File: config.mk
export PLATFORM = sky130hd
export DESIGN_NAME = tangram_input_ctrl
export DESIGN_NICKNAME = d
export VERILOG_FILES = /design/src/rtl/tangram_input_ctrl.sv
export SDC_FILE = /design/constraint.sdc
export NUM_CORES = 1
export LEC_CHECK = 0
export CORE_ASPECT_RATIO = 1.2
export CORE_MARGIN = 10
export CORE_UTILIZATION = 44
export CTS_BUF_LIST = sky130_fd_sc_hd__clkbuf_8
export DETAILED_ROUTE_END_ITERATION = 12
export GPL_TIMING_DRIVEN = 0
export REMOVE_ABC_BUFFERS = 1
export SYNTH_ARGS = -nofsm -noshare
export SYNTH_HDL_FRONTEND = slang
export SYNTH_SLANG_ARGS = --single-unit
File: constraint.sdc
create_clock -name clk -period 2.2 [get_ports clk]
set_clock_uncertainty 0.2 [all_clocks]
set_input_delay 0.66 -clock clk [delete_from_list [all_inputs] [get_ports clk]]
set_output_delay 0.66 -clock clk [all_outputs]
set_load 0.02 [all_outputs]
File: src/rtl/tangram_input_ctrl.sv
// Button/switch front end for the tangram display: sync, debounce, auto-repeat,
// rotate-vs-move arbitration, and frame-aligned single-cycle command pulses.
module tangram_input_ctrl #(
    parameter int DB_CYCLES    = 1000000,
    parameter int REPEAT_DELAY = 30,
    parameter int REPEAT_RATE  = 4,
    parameter int CNT_W        = 20
) (
    input  logic       clk,
    input  logic       rst,
    input  logic       frame_tick,
    input  logic [2:0] sel_sw,
    input  logic [4:0] btn_raw,
    output logic [7:0] btn,
    output logic [3:0] move,
    output logic       rotate,
    output logic       held
);
    localparam int FC_W = $clog2(REPEAT_DELAY + REPEAT_RATE + 1);

    typedef enum logic [1:0] {IDLE, DELAY, RPT} mstate_t;

    logic [4:0]       btn_p0, btn_p1;
    logic [2:0]       sel_p0, sel_p1;
    logic [CNT_W-1:0] db_cnt [5];
    logic [4:0]       db;
    logic [4:0]       press;
    mstate_t          st [4];
    logic [FC_W-1:0]  fcnt [4];
    logic [3:0]       pend;
    logic             rot_pend;
    logic [2:0]       sel_q;
    logic [3:0]       go_mv, clr_mv;
    logic             go_rot, clr_rot;

    // Stage p0/p1: two-flop synchronisers
    always_ff @(posedge clk) begin
        if (rst) begin
            btn_p0 <= '0;
            btn_p1 <= '0;
            sel_p0 <= '0;
            sel_p1 <= '0;
        end else begin
            btn_p0 <= btn_raw;
            btn_p1 <= btn_p0;
            sel_p0 <= sel_sw;
            sel_p1 <= sel_p0;
        end
    end

    // Debounce: count consecutive cycles where the input disagrees with the level
    always_ff @(posedge clk) begin
        if (rst) begin
            for (int i = 0; i < 5; i++) db_cnt[i] <= '0;
            db    <= '0;
            press <= '0;
        end else begin
            press <= '0;
            for (int i = 0; i < 5; i++) begin
                if (btn_p1[i] == db[i]) begin
                    db_cnt[i] <= '0;
                end else if (db_cnt[i] == CNT_W'(DB_CYCLES - 1)) begin
                    db[i]     <= btn_p1[i];
                    db_cnt[i] <= '0;
                    press[i]  <= btn_p1[i];
                end else begin
                    db_cnt[i] <= db_cnt[i] + 1'b1;
                end
            end
        end
    end

    // Issue decision uses the flags as they stood before this tick, so a
    // press landing on the tick waits for the following one.
    always_comb begin
        go_mv   = '0;
        clr_mv  = '0;
        go_rot  = 1'b0;
        clr_rot = 1'b0;
        if (frame_tick) begin
            if (sel_q == 3'd0) begin
                clr_mv  = pend;
                clr_rot = rot_pend;
            end else if (rot_pend) begin
                go_rot  = 1'b1;
                clr_rot = 1'b1;
            end else begin
                clr_mv = pend;
                go_mv  = pend;
                if (pend[0] && pend[1]) go_mv[1:0] = 2'b00;
                if (pend[2] && pend[3]) go_mv[3:2] = 2'b00;
            end
        end
    end

    always_ff @(posedge clk) begin
        if (rst) begin
            for (int i = 0; i < 4; i++) begin
                st[i]   <= IDLE;
                fcnt[i] <= '0;
            end
            pend     <= '0;
            rot_pend <= 1'b0;
            sel_q    <= '0;
            btn      <= '0;
            move     <= '0;
            rotate   <= 1'b0;
            held     <= 1'b0;
        end else begin
            move   <= go_mv;
            rotate <= go_rot;
            held   <= |db;
            if (frame_tick && !held) begin
                sel_q <= sel_p1;
                btn   <= (sel_p1 == 3'd0) ? 8'd0 : (8'd1 << sel_p1);
            end
            if (press[4])     rot_pend <= 1'b1;
            else if (clr_rot) rot_pend <= 1'b0;
            for (int i = 0; i < 4; i++) begin
                if (!db[i]) begin
                    st[i]   <= IDLE;
                    fcnt[i] <= '0;
                    pend[i] <= 1'b0;
                end else begin
                    pend[i] <= pend[i] & ~clr_mv[i];
                    case (st[i])
                        IDLE: if (press[i]) begin
                            pend[i] <= 1'b1;
                            st[i]   <= DELAY;
                            fcnt[i] <= '0;
                        end
                        DELAY: if (frame_tick) begin
                            if (fcnt[i] + FC_W'(1) == FC_W'(REPEAT_DELAY)) begin
                                pend[i] <= 1'b1;
                                st[i]   <= RPT;
                                fcnt[i] <= '0;
                            end else begin
                                fcnt[i] <= fcnt[i] + FC_W'(1);
                            end
                        end
                        RPT: if (frame_tick) begin
                            if (fcnt[i] + FC_W'(1) == FC_W'(REPEAT_RATE)) begin
                                pend[i] <= 1'b1;
                                fcnt[i] <= '0;
                            end else begin
                                fcnt[i] <= fcnt[i] + FC_W'(1);
                            end
                        end
                        default: st[i] <= IDLE;
                    endcase
                end
            end
        end
    end
endmodule

# [Word-level counts from Yosys, hierarchy flattened]
# Memory sizes are Yosys's and may differ from the RTL's.
# Cells that the tools add are included.
[classes] bitwise=78 n_reduce_logical=33 n_eq_ne=26 mux=289 shifts=1 add_sub_neg=9
[op_table] cell="$mux W20" count=15
[op_table] cell="$mux W1" count=226
[op_table] cell="$mux W6" count=24
[op_table] cell="$add A20 B1 Y20 const B" count=5
[op_table] cell="$eq A20 B20 Y1 const B" count=5
[op_table] cell="$or A1 B1 Y1" count=55
[op_table] cell="$mux W2" count=16
[op_table] cell="$reduce_or A3 Y1" count=10
[op_table] cell="$add A6 B1 Y6 const B" count=4
[op_table] cell="$eq A6 B3 Y1 const B" count=4
[op_table] cell="$eq A6 B5 Y1 const B" count=4
[op_table] cell="$not A1 Y1" count=19
[op_table] cell="$reduce_or A5 Y1" count=3
[op_table] cell="$mux W4" count=3
[op_table] cell="$pmux W1 S3" count=4
[op_table] cell="$reduce_and A2 Y1" count=5
[op_table] cell="$eq A2 B1 Y1 const B" count=4
[op_table] cell="$eq A2 B2 Y1 const B" count=4
[op_table] cell="$logic_not A2 Y1" count=4
[op_table] cell="$mux W8" count=1
[op_table] cell="$reduce_or A2 Y1" count=4
[op_table] cell="$shl A1 B3 Y8 const A" count=1
[op_table] cell="$logic_not A3 Y1" count=2
[op_table] cell="$eq A1 B1 Y1" count=5
[op_table] cell="other kinds (4)" count=9
[totals] inputBits=11 ramBits=132 memories=3 reg_bits=48
[memory_table] name="db_cnt" depth=5 width=20 rd=5 rd_clocked_by_memory_dff=0 write_ports=5 line="25" rtl="logic [CNT_W-1:0] db_cnt [5];"
[memory_table] name="fcnt" depth=4 width=6 rd=4 rd_clocked_by_memory_dff=0 write_ports=4 line="29" rtl="logic [FC_W-1:0] fcnt [4];"
[memory_table] name="st" depth=4 width=2 rd=4 rd_clocked_by_memory_dff=0 write_ports=4 line="28" rtl="mstate_t st [4];"

# [Longest topological paths before layout]
[logic_depth] ltp_word=12 depth_mapped=6

# [Worst setup path after synthesis]
# OpenSTA, ideal clock, no wires.
[synth_timing] kind="register to register" from="mem db_cnt[4][13]" to="mem db_cnt[4][9], data pin" setup_slack_ps=-165 stages_incl_launch_ff=6 path_buffers=1 arrival_time_ps=1910 required_time_ps=1746 cell_sequence="edfxtp_1 > or4_1 > or4_4 > o21ai_4 > buf_6 > nor2_1"
[synth_rtl] item="from (decl)" line="25"

==> out/summary.txt <==
status: finished, violations left
failing checks: negative setup slack
met2 Use GR: 23.0%
crit path kind: flip-flop to flip-flop
clk sink count: 179
critical path data arrival time: 2.42 ns
initial core utilization: 45.2%
Final GP Congestion: 0.770
drt pass-1 iters: 4
Hold Violations, Final: 0
syn_area_per_cell: 10.2 um2
area delta synth->final: 24.6%
slowest CP cell: or4_4
clk root buf: clkbuf_8
Die Span X: 152 um
Routed Wire Length: 18600 um
Die Ht: 179 um
Via Count: 7106
initial antenna violation count: 0
share of cells above drive strength 1: 18.1%
nets@finish: 1113
fmax: 0.416 GHz
RSZ-0062 raised after global routing: true
total grt overflow: 0
highest-count cells in the layout ignoring fill and taps: edfxtp_1, conb_1, nor2_1
Clk Latency, worst-skew pair: 0.46 ns
Worst setup startpoint: db_cnt[2][11]
Tightest Hold Check Type: flip-flop to flip-flop
FF+latch count, synth: 179
Synth async-reset ratio: 0%
Reg clk slew, reported paths: 0.09 ns
# fillers: 1869
Post-synth EDFFs: 132
Worst Tran Pin Value: 0.693 ns
minimum clock period: 2.40 ns
fin. max-slew vios: 0
Leak: 3.98 nW
Via density: 5.20
top_reg_cell synth: edfxtp_1
Worst setup EP type: flip-flop
total CTS buffers: 17
Post-Place Worst Slack: -1.03 ns
GRT Total Usage: 13.5%
vias in the first global route: 6623
M3 GR Usage: 2.63%
busiest grt layer: met2
crit-path cells: or4b_1 -> or4_4 -> o21ai_4 -> buf_12 -> nor2_1
Core ar.: 0.0204 mm2
worst path bufs/invs: 1
CP peak stage delay: 0.60 ns
most common cell after layout, fill and taps aside: edfxtp_1
Iter 0 DRT Violations: 347
R2R cell count: 5
largest net degree at the start of global routing: 53
Setup WS post-layout: -0.204 ns
register area share after synthesis: 53.2%
WL per Instance: 13.6 um
Tcrit/Tclk final: 109%
final setup vio count: 43
Port Buffers: 23
Site Rows: 57
Crit Path Max Fanout: 10
met1 GRT Util: 16.6%
Synth cell types: 61
WHS Path Cells: 1
H-tree levels: 4
I/O pin cnt: 25
Post-Synthesis Cell Area: 0.00922 mm2
cell count after synthesis: 908
yosys warns: 0
CP Launch Type: flip-flop
pwr dens: 573 mW/mm2
first-pass GRT wire length: 31000 um
Clock Path Buffers: 2
Tot Pwr: 6.58 mW
max cap viols: 0
ANT cells: 0
hold path startpoint: btn_p0[1]
Detail Route Antenna Nets: 0
worst r2r src: db_cnt[2][11]
relative slew slack: 53.6%
Detail Placement HPWL: 12100 um
Required @ worst endpoint: 2.21 ns
die area: 0.0272 mm2
WP depth: 5
kind of cell adding the most delay to the critical path: simple AND/OR/NAND/NOR gates
CTS tree: built
Max rail drop VDD: 0.370 mV
drt drc: 0
-- cell type report --
class	instances	area (um2)	share of cell area (%)
Clock inverter	15	189	1.65
Inverter	36	135	1.18
Clock buffer	17	234	2.04
Timing Repair Buffer	90	808	7.04
Sequential cell	179	4900	42.7
Tap cell	265	332	2.89
Multi-Input combinational cell	765	4880	42.5
-- repair_timing --
action | in CTS | in global routing
setup endpoints to repair | 166 | 110
buffers inserted | 30 | 35
endpoints found under the hold margin | 0 | 0
pin swaps | 26 | 24
resized for setup | 69 | 55
hold buffers | 0 | 0
cloned | 3 | 0
-- metal layers --
| metal | share of wire (%) | vias to the layer above |
|---|---|---|
| li1 | - | 3609 |
| met1 | 47 | 3411 |
| met2 | 49 | 64 |
| met3 | 2.2 | 22 |
| met4 | 1.6 | 0 |
| met5 | 0 | - |
-- worst register-to-register path, delay by kind of cell, from the launching register on --
kind | cells | cell delay [ns]
compound gates | 1 | 0.21
simple gates | 3 | 1.18
flops | 1 | 0.42
buf+inv | 1 | 0.15
-- cells in the mapped netlist, drive strengths merged (3+ instances only) --
master  instances  area (um2)
and4            8        70.1
nand2b         13        81.3
nand3          53         280
nor3           27         135
nor3b           6        45.0
nand2          44         165
o211ai          3        22.5
nand4          26         169
xnor2          47         412
ha             13         163
or4            26         204
a21boi          6        45.0
nor2b          27         169
inv            36         135
a22oi           5        37.5
buf             8        46.3
a211o           3        26.3
a31oi           3        18.8
mux2i           3        30.0
nand3b          3        22.5
o21ai          37         196
or2             5        31.3
clkbuf         22        82.6
nor2          114         428
and3b           3        26.3
a21oi          60         300
edfxtp        132        3960
or3            26         163
and3            8        51.3
nor4b          11        96.3
nor4           14        87.6
dfxtp          47         941
xor2           31         272
o31ai          14         105
-- report_power, final --
group | internal (mW) | switching [mW] | total (mW) | leakage [nW]
logic | 0.161 | 0.188 | 0.349 | 1.95
clock network | 1.16 | 1.28 | 2.44 | 0.219
registers | 3.70 | 0.0928 | 3.79 | 1.81
total | 5.02 | 1.56 | 6.58 | 3.98
-- sequential cells by signal, indices dropped and copies added (netlist names), 5 cells and up --
name / cells
st: 8
db_cnt: 100
btn_p1: 5
db: 5
btn_p0: 5
btn: 7
fcnt: 24
press: 5
-- per-stage QoR --
step / TNS, ns / hold slack (ns) / instance area, um2 / util (%) / instances
6_report: -6.15 / 0.243 / 11500 / 56.3 / 1367
5_1_grt: -8.60 / 0.259 / 11500 / 56.3 / 1367
4_1_cts: -6.11 / 0.244 / 11000 / 53.8 / 1332
3_5_place_dp: -81.62 / 0.221 / 10100 / 49.3 / 1267
3_3_place_gp: -321.63 / 0.216 / 10000 / 49.1 / 1265
2_1_floorplan: -36.59 / 0.206 / 9460 / - / 977
-- cells by family after synthesis --
logic type                 share of synthesized area, %
muxes                                             0.326
buffers and inverters                              2.86
adders and majority gates                          1.76
and+or+nand+nor                                    25.1
DFF                                                53.2
other                                            0.0815
AOI/OAI and AO/OA                                  9.22
xor gates and xnor gates                           7.41
-- final timing paths --
kind	endpoint	slack [ns]
worst min-delay path	btn_p1[1]	0.24
worst max-delay path	db_cnt[2][8]	-0.20
worst max register to register	db_cnt[2][8]	-0.20
worst min register to register	btn_p1[1]	0.24
No activity file was read; power rests on OpenSTA's default activity.
